**src/rtl/cvxif_offload_master.sv**
```systemverilog
// Core-side CV-X-IF initiator: issues one custom instruction to a coprocessor, supplies its
// operands, collects the result and hands a writeback record back to the core.
module cvxif_offload_master #(
  parameter int TIMEOUT_CYCLES = 255,
  parameter bit REG_READY_USED = 1'b1
) (
  input  logic        clk,
  input  logic        rst,
  input  logic        core_req_valid,
  output logic        core_req_ready,
  input  logic [31:0] core_req_instr,
  input  logic [31:0] core_req_rs0,
  input  logic [31:0] core_req_rs1,
  output logic        core_resp_valid,
  input  logic        core_resp_ready,
  output logic        core_resp_illegal,
  output logic        core_resp_timeout,
  output logic        core_resp_we,
  output logic [4:0]  core_resp_rd,
  output logic [31:0] core_resp_data,
  output logic        issue_valid,
  input  logic        issue_ready,
  output logic [31:0] issue_req_instr,
  input  logic        issue_resp_accept,
  input  logic        issue_resp_writeback,
  input  logic [1:0]  issue_resp_register_read,
  output logic        register_valid,
  input  logic        register_ready,
  output logic [31:0] register_rs0,
  output logic [31:0] register_rs1,
  output logic [1:0]  register_rs_valid,
  input  logic        result_valid,
  output logic        result_ready,
  input  logic [31:0] result_data,
  output logic [2:0]  state_dbg
);

  // Handshakes: a transfer happens on a rising edge where valid and ready are both high;
  // the valid side holds its payload stable until then and never waits on ready.
  localparam int CW = $clog2(TIMEOUT_CYCLES + 1);
  localparam logic [CW-1:0] TMO_LAST = CW'(TIMEOUT_CYCLES - 1);

  typedef enum logic [2:0] {S_IDLE, S_ISSUE, S_REG, S_WAIT, S_RESP} state_t;

  state_t        state, state_nxt;
  logic [CW-1:0] tmo_cnt;
  logic [31:0]   instr_q, rs0_q, rs1_q, data_q;
  logic          wb_q, illegal_q, timeout_q, we_q;
  logic [1:0]    rs_valid_q;
  logic          tmo_hit, reg_done;

  // tmo_hit marks the last permitted cycle of REG+WAIT; a handshake in it still wins.
  assign tmo_hit  = (tmo_cnt == TMO_LAST);
  assign reg_done = REG_READY_USED ? register_ready : 1'b1;

  always_ff @(posedge clk or posedge rst) begin
    if (rst) state <= S_IDLE;
    else     state <= state_nxt;
  end

  always_comb begin
    state_nxt = state;
    case (state)
      S_IDLE:  if (core_req_valid) state_nxt = S_ISSUE;
      S_ISSUE: if (issue_ready) state_nxt = issue_resp_accept ? S_REG : S_RESP;
      S_REG: begin
        if (reg_done)     state_nxt = wb_q ? S_WAIT : S_RESP;
        else if (tmo_hit) state_nxt = S_RESP;
      end
      S_WAIT:  if (result_valid || tmo_hit) state_nxt = S_RESP;
      S_RESP:  if (core_resp_ready) state_nxt = S_IDLE;
      default: state_nxt = S_IDLE;
    endcase
  end

  always_ff @(posedge clk or posedge rst) begin
    if (rst) begin
      tmo_cnt    <= '0;
      instr_q    <= '0;
      rs0_q      <= '0;
      rs1_q      <= '0;
      data_q     <= '0;
      wb_q       <= 1'b0;
      illegal_q  <= 1'b0;
      timeout_q  <= 1'b0;
      we_q       <= 1'b0;
      rs_valid_q <= '0;
    end else begin
      case (state)
        S_IDLE: if (core_req_valid) begin
          instr_q    <= core_req_instr;
          rs0_q      <= core_req_rs0;
          rs1_q      <= core_req_rs1;
          data_q     <= '0;
          wb_q       <= 1'b0;
          illegal_q  <= 1'b0;
          timeout_q  <= 1'b0;
          we_q       <= 1'b0;
          rs_valid_q <= '0;
        end
        S_ISSUE: if (issue_ready) begin
          if (issue_resp_accept) begin
            wb_q       <= issue_resp_writeback;
            rs_valid_q <= issue_resp_register_read;
            tmo_cnt    <= '0;
          end else begin
            illegal_q <= 1'b1;
          end
        end
        S_REG: begin
          tmo_cnt <= tmo_cnt + 1'b1;
          if (!reg_done && tmo_hit) begin
            illegal_q <= 1'b1;
            timeout_q <= 1'b1;
          end
        end
        S_WAIT: begin
          tmo_cnt <= tmo_cnt + 1'b1;
          if (result_valid) begin
            data_q <= result_data;
            we_q   <= 1'b1;
          end else if (tmo_hit) begin
            illegal_q <= 1'b1;
            timeout_q <= 1'b1;
          end
        end
        default: ;
      endcase
    end
  end

  // Every output comes from state or a latch, never straight from an input.
  always_comb begin
    core_req_ready    = (state == S_IDLE);
    issue_valid       = (state == S_ISSUE);
    register_valid    = (state == S_REG);
    result_ready      = (state == S_WAIT);
    core_resp_valid   = (state == S_RESP);
    issue_req_instr   = instr_q;
    register_rs0      = rs0_q;
    register_rs1      = rs1_q;
    register_rs_valid = rs_valid_q;
    core_resp_illegal = illegal_q;
    core_resp_timeout = timeout_q;
    core_resp_we      = we_q;
    core_resp_rd      = instr_q[11:7];
    core_resp_data    = data_q;
    state_dbg         = state;
  end

endmodule

```
**config.mk**
```make
export PLATFORM = sky130hd
export DESIGN_NAME = cvxif_offload_master
export DESIGN_NICKNAME = d
export VERILOG_FILES = /design/src/rtl/cvxif_offload_master.sv
export SDC_FILE = /design/constraint.sdc
export NUM_CORES = 1
export LEC_CHECK = 0
export BUFFER_PORTS_ARGS = -buffer_cell sky130_fd_sc_hd__buf_2
export CAP_MARGIN = 40
export CELL_PAD_IN_SITES_DETAIL_PLACEMENT = 1
export CELL_PAD_IN_SITES_GLOBAL_PLACEMENT = 2
export CORE_MARGIN = 8
export CORE_UTILIZATION = 25
export DETAILED_ROUTE_END_ITERATION = 8
export PLACE_DENSITY_LB_ADDON = 0.08
export SLEW_MARGIN = 20
export SYNTH_ARGS = -nofsm -noshare
export SYNTH_HDL_FRONTEND = slang
export SYNTH_SLANG_ARGS = --single-unit
```
**constraint.sdc**
```tcl
create_clock -name clk -period 7.1 [get_ports clk]
set_input_delay 2.13 -clock clk [delete_from_list [all_inputs] [get_ports clk]]
set_output_delay 2.13 -clock clk [all_outputs]
set_load 0.03 [all_outputs]
```
==> results of run 1 <==
==> metrics by stage <==
stage	area, sq um	std cells	worst slack, ns
after detailed placement	7510	1221	3.20
after global routing	8100	1256	3.06
after global placement	7460	1219	3.24
after CTS	8090	1253	3.12
final	8100	1256	3.18
after floorplan	5860	655	1.08
==> cell type report <==
cell class	instances	share of cell area
Sequential cell	145	0.448
Multi-Input combinational cell	465	0.244
Timing Repair Buffer	289	0.184
Clock buffer	20	0.0564
Tap cell	319	0.0493
Clock inverter	12	0.0150
Inverter	3	0.00201
Antenna cell	3	0.000927
==> registers in the layout, summed over array words and instances (netlist names), 2 cells and up <==
register / flops
core_resp_data: 32
issue_req_instr: 32
register_rs0: 32
register_rs1: 32
register_rs_valid: 2
state_dbg: 3
tmo_cnt: 8
==> critical path, cell delays in order (launching register included) <==
cell and delay, ns:
dfrtp_1 0.54, nor2_1 0.27, and2_1 0.31, buf_2 0.26
==> layout by cell type, fill, tap and decap left out, types with 4 or more instances in the layout <==
| master | instances |
|---|---|
| nor2_1 | 9 |
| nand2_1 | 365 |
| dfrtp_1 | 145 |
| o21ai_0 | 8 |
| nand3_1 | 41 |
| clkbuf_16 | 17 |
| a21oi_1 | 4 |
| inv_6 | 6 |
| clkinvlp_4 | 4 |
| buf_2 | 284 |
==> power groups by stage <==
| stage | sequential [uW] | clock (uW) | combinational, uW |
|---|---|---|---|
| final | 1390 | 878 | 1890 |
| after global routing | 1450 | 947 | 2050 |
| after CTS | 1400 | 916 | 1930 |
| after detailed placement | 1410 | 0 | 1930 |
| after global placement | 1400 | 0 | 1880 |
| after floorplan | 2020 | 0 | 679 |
==> layer usage <==
metal | part of all wire | track usage
met4 | 0.016 | 0.0539
met3 | 0.070 | 0.0458
met2 | 0.49 | 0.242
met5 | 0.00062 | 0
met1 | 0.43 | 0.176
==> cells by family after synthesis <==
logic type | after synthesis | synth area share
and+or+nand+nor | 439 | 0.302
buffers and inverters | 45 | 0.0461
muxes | 2 | 0.00363
AOI/OAI and AO/OA | 19 | 0.0203
xor gates and xnor gates | 3 | 0.00448
adders and majority gates | 2 | 0.00427
DFF | 145 | 0.619
==> worst max path at each step <==
stage                        start                  end  slack, ns  cells past startpoint
global placement    core_req_valid  issue_req_instr[11]       3.24                      5
floorplan                      rst    core_resp_data[0]       1.08                      1
global route          state_dbg[1]          issue_valid       3.06                      3
finish                state_dbg[1]          issue_valid       3.18                      3
detailed placement  core_req_valid     register_rs1[26]       3.20                      5
CTS                   state_dbg[1]          issue_valid       3.12                      3
==> impl_metrics.yaml, run 1 <==
outcome:
  outcome: "finished clean"
worst_setup_path:
  worstPathRequired_ns: 4.97
  crit_type: "flip-flop to primary output"
  arrival_ns: 1.79
  r2r-end: "register_rs1[2]"
  r2r-start: "state_dbg[0]"
  worst-path-max-fanout: 12
  start_kind: "flip-flop"
  end_kind: "primary output"
  reg2reg_depth: 5
  rrSetupSlack_ns: 4.60
synthesis:
  dominantRegCellSynth: "dfrtp_1"
  synthesis.nets: 796
  syn_area_sq_mm: 0.00586
  synth_area_leader_cell: "dfrtp_1"
  yosysTopAreaCellShare: 0.619
  yosysSeqAreaShare: 0.619
  yosysUniqueCellTypes: 34
  synthesis.instances: 655
  synth.ff_latch_count: 145
  avgSynthCellArea_sq_um: 8.95
  ys_top_cells_by_area: "dfrtp_1, nand2_1, nand3_1"
  synth_commonest_cells: "nand2_1, dfrtp_1, nand3_1"
  synth_most_common_cell: "nand2_1"
  synth_edf_count: 0
  synthArstFlopShare: 1.00
  ys_warn_count: 0
power:
  power_uw: 4160
  swShare: 0.475
  ir_drop_mv: 0.317
  seqPwrFrac: 0.335
  p_switching_uw: 1980
  intPower_uw: 2180
  power_frac_comb: 0.454
  power.density_mw_per_mm2: 513
  p_leak_uw: 0.00468
  clock_power_share: 0.211
place:
  dpl.hpwl_mm: 15.7
  gp_congestion: 0.728
  portBuffers: 284
clock_tree:
  cts_resized: 0
  clk_latency_ns: 0.42
  h-tree-depth: 4
  holdBufCountCts: 0
  cts_setup_buffers: 0
  cts_buffer_depth: 2
  cts_tree: "built"
  clock-sinks: 145
  clkTransAtPathRegs_ns: 0.07
  cts_root_buf: "clkbuf_16"
  cts_made_buffers: 17
global_route:
  antenna_found_initial: 4
  grt_pass1_vias: 5791
  grt_max_degree: 68
  grt_pass1_wl_mm: 32.7
  grt_overflow: 0
  globalRouteTotalUtil: 0.146
routing:
  num_vias: 5330
  ant_nets: 0
  drt-total-wl_mm: 21.1
  wire_per_inst_um: 16.8
  drt-initial-drc-count: 231
  via_per_inst: 4.24
  drcViolationCount: 0
  first_pass_iters: 4
timing:
  max_slew.worst_pin.slew_ns: 0.750
  period_needed_ns: 3.92
  max_freq_ghz: 0.255
  rsz0062_at_grt: "no"
  final.setup.tns_ns: 0
  maxSlewHeadroom: 0.500
  whs_ns: 0.465
  setup_viol: 0
  finClkSkew_ns: 0.0136
  fin_crit_sh: 0.553
  hold_viol_final: 0
  drv_slew: 0
floorplan:
  rows: 56
  pin_count: 285
  die_w_um: 169
  start_util: 0.252
  die_area_sq_mm: 0.0286
  fp.dieH_um: 169
  core_sq_mm: 0.0233
layout:
  regArea_sq_mm: 0.00363
  nFillCells: 2847
  synthToLayoutAreaGrowth_pct: 38.1
  multi_input_area_sq_mm: 0.00198
  post-route-util: 0.348
  drive_gt1_frac: 0.351
  nNetsFinal: 1062
min_path:
  hp-class: "flip-flop to flip-flop"
  hold_end: "register_rs0[28]"
  hold_path_depth: 2
  min_from: "register_rs0[28]"
run:
  drv_cap: 0
Note: power is estimated with default switching activity, not from simulation.
==> inputs of run 2 (changes only) <==
==> constraint.sdc (replaced) <==
create_clock -name clk -period 4.1 [get_ports clk]
set_input_delay 1.23 -clock clk [delete_from_list [all_inputs] [get_ports clk]]
set_output_delay 1.23 -clock clk [all_outputs]
set_load 0.03 [all_outputs]
==> impl_metrics.yaml, run 2 (same netlist as run 1, synthesis figures left out) <==
clock_tree:
  cts_root_buf: "clkbuf_16"
  cts_resized: 0
  clkTransAtPathRegs_ns: 0.06
  holdBufCountCts: 0
  cts_buffer_depth: 2
  cts_tree: "built"
  cts_made_buffers: 17
  cts_setup_buffers: 0
  clock-sinks: 145
  clk_latency_ns: 0.42
  h-tree-depth: 4
routing:
  drt-total-wl_mm: 21.4
  ant_nets: 0
  wire_per_inst_um: 17.0
  drcViolationCount: 0
  first_pass_iters: 5
  via_per_inst: 4.24
  drt-initial-drc-count: 247
  num_vias: 5322
timing:
  max_slew.worst_pin.slew_ns: 0.584
  finClkSkew_ns: 0.0114
  hold_viol_final: 0
  drv_slew: 0
  period_needed_ns: 2.95
  rsz0062_at_grt: "no"
  fin_crit_sh: 0.720
  max_freq_ghz: 0.339
  maxSlewHeadroom: 0.610
  setup_viol: 0
  final.setup.tns_ns: 0
worst_setup_path:
  critPathTopFamily: "flip-flops"
  r2r-start: "state_dbg[0]"
  arrival_ns: 1.72
  worst-path-max-fanout: 12
  end_kind: "primary output"
  worstPathRequired_ns: 2.87
  start_kind: "flip-flop"
  rrSetupSlack_ns: 2.07
  cp.buffers_inverters: 1
  crit_type: "flip-flop to primary output"
  cp_slowest_cell: "dfrtp_1"
  path_cells: "nor2_1 -> and2_1 -> buf_2"
  startpoint: "state_dbg[1]"
  max_stage_delay_ns: 0.55
min_path:
  min_from: "register_rs0[14]"
  hp-class: "flip-flop to flip-flop"
floorplan:
  die_w_um: 169
  core_sq_mm: 0.0233
  fp.dieH_um: 169
  start_util: 0.252
  pin_count: 285
  rows: 56
  die_area_sq_mm: 0.0286
layout:
  final_common_cell: "nand2_1"
  drive_gt1_frac: 0.353
  post-route-util: 0.353
  synthToLayoutAreaGrowth_pct: 40.2
  final_cell_mix: "nand2_1, buf_2, dfrtp_1"
  fin_cells: 1255
  insertedDiodeCount: 0
  nNetsFinal: 1066
  nFillCells: 2798
  stdcell_area_sq_mm: 0.00822
global_route:
  grt_max_degree: 74
  antenna_found_initial: 3
  grt_pass1_vias: 5677
  grt_pass1_wl_mm: 32.9
  grt_overflow: 0
  globalRouteTotalUtil: 0.147
place:
  dpl.hpwl_mm: 15.9
  placed_area_sq_mm: 0.00754
  place_inst: 1224
  gp_congestion: 0.758
  portBuffers: 284
outcome:
  outcome: "finished clean"
power:
  ir_drop_mv: 0.544
  power_uw: 7460
  power.density_mw_per_mm2: 907
  p_leak_uw: 0.00474
run:
  drv_cap: 0
[run 2: per-stage QoR]
| stage | hold slack [ns] | setup WS [ns] |
|---|---|---|
| after global routing | 0.492 | 0.991 |
| after floorplan | 0.466 | 1.05 |
| after global placement | 0.452 | 1.47 |
| final | 0.466 | 1.15 |
| after CTS | 0.473 | 1.10 |
| after detailed placement | 0.457 | 1.42 |
[run 2: worst paths after layout]
check,endpoint,depth (start not counted)
max,issue_valid,3
min,register_rs0[14],2
max reg2reg,register_rs0[15],5
min reg2reg,register_rs0[14],2
max in group asynchronous,issue_req_instr[9],3
min in group asynchronous,core_resp_data[21],2
[run 2: cell type report]
cell class | count | area [sq um] | share of cell area
flip-flops and latches | 145 | 3630 | 0.442
multi-input cells | 465 | 1970 | 0.240
repair buffers | 293 | 1550 | 0.189
clock buffers | 18 | 439 | 0.0534
well taps | 319 | 399 | 0.0486
clock inverters | 12 | 208 | 0.0253
inverters | 3 | 15.0 | 0.00183
[run 2: worst register-to-register path: cells and delay by family (launching register included)]
kind | cells | cell delay [ns]
buf+inv | 1 | 0.28
simple gates | 4 | 1.09
flops | 1 | 0.59
[run 2: power by group]
group	leakage, uW	internal (uW)	switching [uW]
clock network	0.000305	1100	628
logic	0.00258	910	2410
registers	0.00186	2030	380
total	0.00474	4040	3420
[run 2: per-layer routing]
metal,global-route usage,up-vias,routed length (um)
li1,-,2579,-
met4,0.0385,6,208
met2,0.239,177,10200
met1,0.178,2539,9170
met3,0.0609,21,1700
met5,0,-,36
==> inputs of run 3 (changes only) <==
--- a/config.mk
+++ b/config.mk
@@ -5,12 +5,13 @@
 export SDC_FILE = /design/constraint.sdc
 export NUM_CORES = 1
 export LEC_CHECK = 0
+export ABC_AREA = 1
 export BUFFER_PORTS_ARGS = -buffer_cell sky130_fd_sc_hd__buf_2
 export CAP_MARGIN = 40
 export CELL_PAD_IN_SITES_DETAIL_PLACEMENT = 1
 export CELL_PAD_IN_SITES_GLOBAL_PLACEMENT = 2
 export CORE_MARGIN = 8
-export CORE_UTILIZATION = 25
+export CORE_UTILIZATION = 26
 export DETAILED_ROUTE_END_ITERATION = 8
 export PLACE_DENSITY_LB_ADDON = 0.08
 export SLEW_MARGIN = 20
==> constraint.sdc (replaced) <==
create_clock -name clk -period 2.9 [get_ports clk]
set_input_delay 0.87 -clock clk [delete_from_list [all_inputs] [get_ports clk]]
set_output_delay 0.87 -clock clk [all_outputs]
set_load 0.03 [all_outputs]
==> impl_metrics.yaml, run 3 <==
outcome:
  outcome: "finished clean"
power:
  p_leak_uw: 0.00481
  power_frac_comb: 0.465
  swShare: 0.471
  seqPwrFrac: 0.321
  intPower_uw: 5590
  ir_drop_mv: 0.479
  p_switching_uw: 4970
  power.density_mw_per_mm2: 1280
  clock_power_share: 0.214
  power_uw: 10600
routing:
  num_vias: 5554
  drcViolationCount: 0
  wire_per_inst_um: 17.5
  first_pass_iters: 4
  via_per_inst: 4.43
  drt-initial-drc-count: 310
  ant_nets: 0
  drt-total-wl_mm: 22.0
synthesis:
  synth.ff_latch_count: 145
  synth_most_common_cell: "nand2_1"
  ys_top_cells_by_area: "dfrtp_1, nand2_1, nand3_1"
  synth_area_leader_cell: "dfrtp_1"
  avgSynthCellArea_sq_um: 8.80
  ys_warn_count: 0
  yosysUniqueCellTypes: 26
  dominantRegCellSynth: "dfrtp_1"
  synthesis.instances: 687
  yosysSeqAreaShare: 0.600
  synth_commonest_cells: "nand2_1, dfrtp_1, nand3_1"
  synthesis.nets: 828
  syn_area_sq_mm: 0.00604
  yosysTopAreaCellShare: 0.600
  synth_edf_count: 0
  synthArstFlopShare: 1.00
clock_tree:
  h-tree-depth: 4
  holdBufCountCts: 0
  cts_root_buf: "clkbuf_16"
  cts_tree: "built"
  cts_setup_buffers: 0
  clkTransAtPathRegs_ns: 0.06
  cts_buffer_depth: 2
  clk_latency_ns: 0.41
  cts_resized: 0
  clock-sinks: 145
  cts_made_buffers: 17
timing:
  rsz0062_at_grt: "no"
  setup_viol: 0
  max_freq_ghz: 0.397
  hold_viol_final: 0
  finClkSkew_ns: 0.00975
  maxSlewHeadroom: 0.568
  final.setup.tns_ns: 0
  drv_slew: 0
  max_slew.worst_pin.slew_ns: 0.649
  period_needed_ns: 2.52
  whs_ns: 0.474
  fin_crit_sh: 0.869
worst_setup_path:
  arrival_ns: 1.65
  start_kind: "flip-flop"
  crit_type: "flip-flop to primary output"
  path_cells: "inv_2 -> nand2_4 -> nor2_4 -> buf_2"
  cp.buffers_inverters: 2
  end_kind: "primary output"
  critPathTopFamily: "flip-flops"
  cp_slowest_cell: "dfrtp_1"
  worst-path-max-fanout: 11
  worstPathRequired_ns: 2.03
  max_stage_delay_ns: 0.49
floorplan:
  die_area_sq_mm: 0.0284
  pin_count: 285
  core_sq_mm: 0.0227
  die_w_um: 168
  start_util: 0.266
  rows: 55
  fp.dieH_um: 168
global_route:
  grt_max_degree: 81
  antenna_found_initial: 2
  grt_overflow: 0
  grt_pass1_vias: 6128
  grt_pass1_wl_mm: 34.7
  globalRouteTotalUtil: 0.155
layout:
  drive_gt1_frac: 0.352
  regArea_sq_mm: 0.00363
  final_cell_mix: "nand2_1, buf_2, dfrtp_1"
  stdcell_area_sq_mm: 0.00825
  nNetsFinal: 1099
  fin_cells: 1254
  synthToLayoutAreaGrowth_pct: 36.5
  final_common_cell: "nand2_1"
  multi_input_area_sq_mm: 0.00208
  nFillCells: 2772
place:
  gp_congestion: 0.804
  placed_area_sq_mm: 0.00765
  place_inst: 1224
  dpl.hpwl_mm: 16.1
  portBuffers: 284
run:
  drv_cap: 0
min_path:
  hp-class: "flip-flop to flip-flop"
==> run 3: cell count changes in the layout (fill, tap and decap cells not counted), sizes merged, moves of 4 or more <==
cell	delta
nand3	+40
inv	+13
nor2	+7
nand2	-6
and2	-4
==> run 3: kinds of logic (layout without fill, tap and decap cells) <==
group                      after synthesis  after routing  share of synthesized area
and+or+nand+nor                        465            465                      0.323
DFF                                    145            145                      0.600
buffers and inverters                   57            338                     0.0559
AOI/OAI and AO/OA                       16             16                     0.0135
adders and majority gates                2              2                    0.00414
xor gates and xnor gates                 2              2                    0.00290
other                                    0              1                          0
==> run 3: final timing paths <==
path / to / cells past startpoint / slack (ns) / startpoint
min in group asynchronous: issue_req_instr[4] / 3 / 0.62 / rst
min: register_rs0[31] / 2 / 0.47 / register_rs0[31]
max reg2reg: register_rs1[12] / 8 / 1.10 / state_dbg[0]
min reg2reg: register_rs0[31] / 2 / 0.47 / register_rs0[31]
max in group asynchronous: core_resp_data[31] / 3 / 1.90 / rst
max: result_ready / 4 / 0.38 / state_dbg[2]
==> run 3: metal layers <==
layer	track usage	routed length, um	vias up
met3	0.0595	1710	28
met5	0	26	-
li1	-	-	2684
met2	0.246	10100	186
met4	0.0446	339	4
met1	0.194	9820	2652
==> run 3: layout make-up <==
type                            count  share of cell area
Timing Repair Buffer              292               0.184
Sequential cell                   145               0.440
Clock inverter                      8              0.0158
Antenna cell                        1            0.000303
Multi-Input combinational cell    485               0.252
Clock buffer                       21              0.0570
Inverter                           17             0.00819
Tap cell                          285              0.0432
==> run 3: tightest hold or removal path, cell delays in order (launching register included) <==
cell and delay [ns]:
dfrtp_1 0.34, nand2_1 0.05, nand2_1 0.05
==> run 3: power by group through the flow <==
stage / sequential, uW / clock, uW / combinational [uW]
after floorplan: 5000 / 0 / 1830
after global placement: 3380 / 0 / 4920
after detailed placement: 3420 / 0 / 5010
after CTS: 3400 / 2340 / 5020
after global routing: 3510 / 2420 / 5380
final: 3390 / 2270 / 4910
==> run 3: per-stage QoR <==
stage	setup WS (ns)	util
detailed placement	0.812	0.337
floorplan	0.211	-
finish	0.381	0.363
global route	0.302	0.363
global placement	0.858	0.337
CTS	0.348	0.363
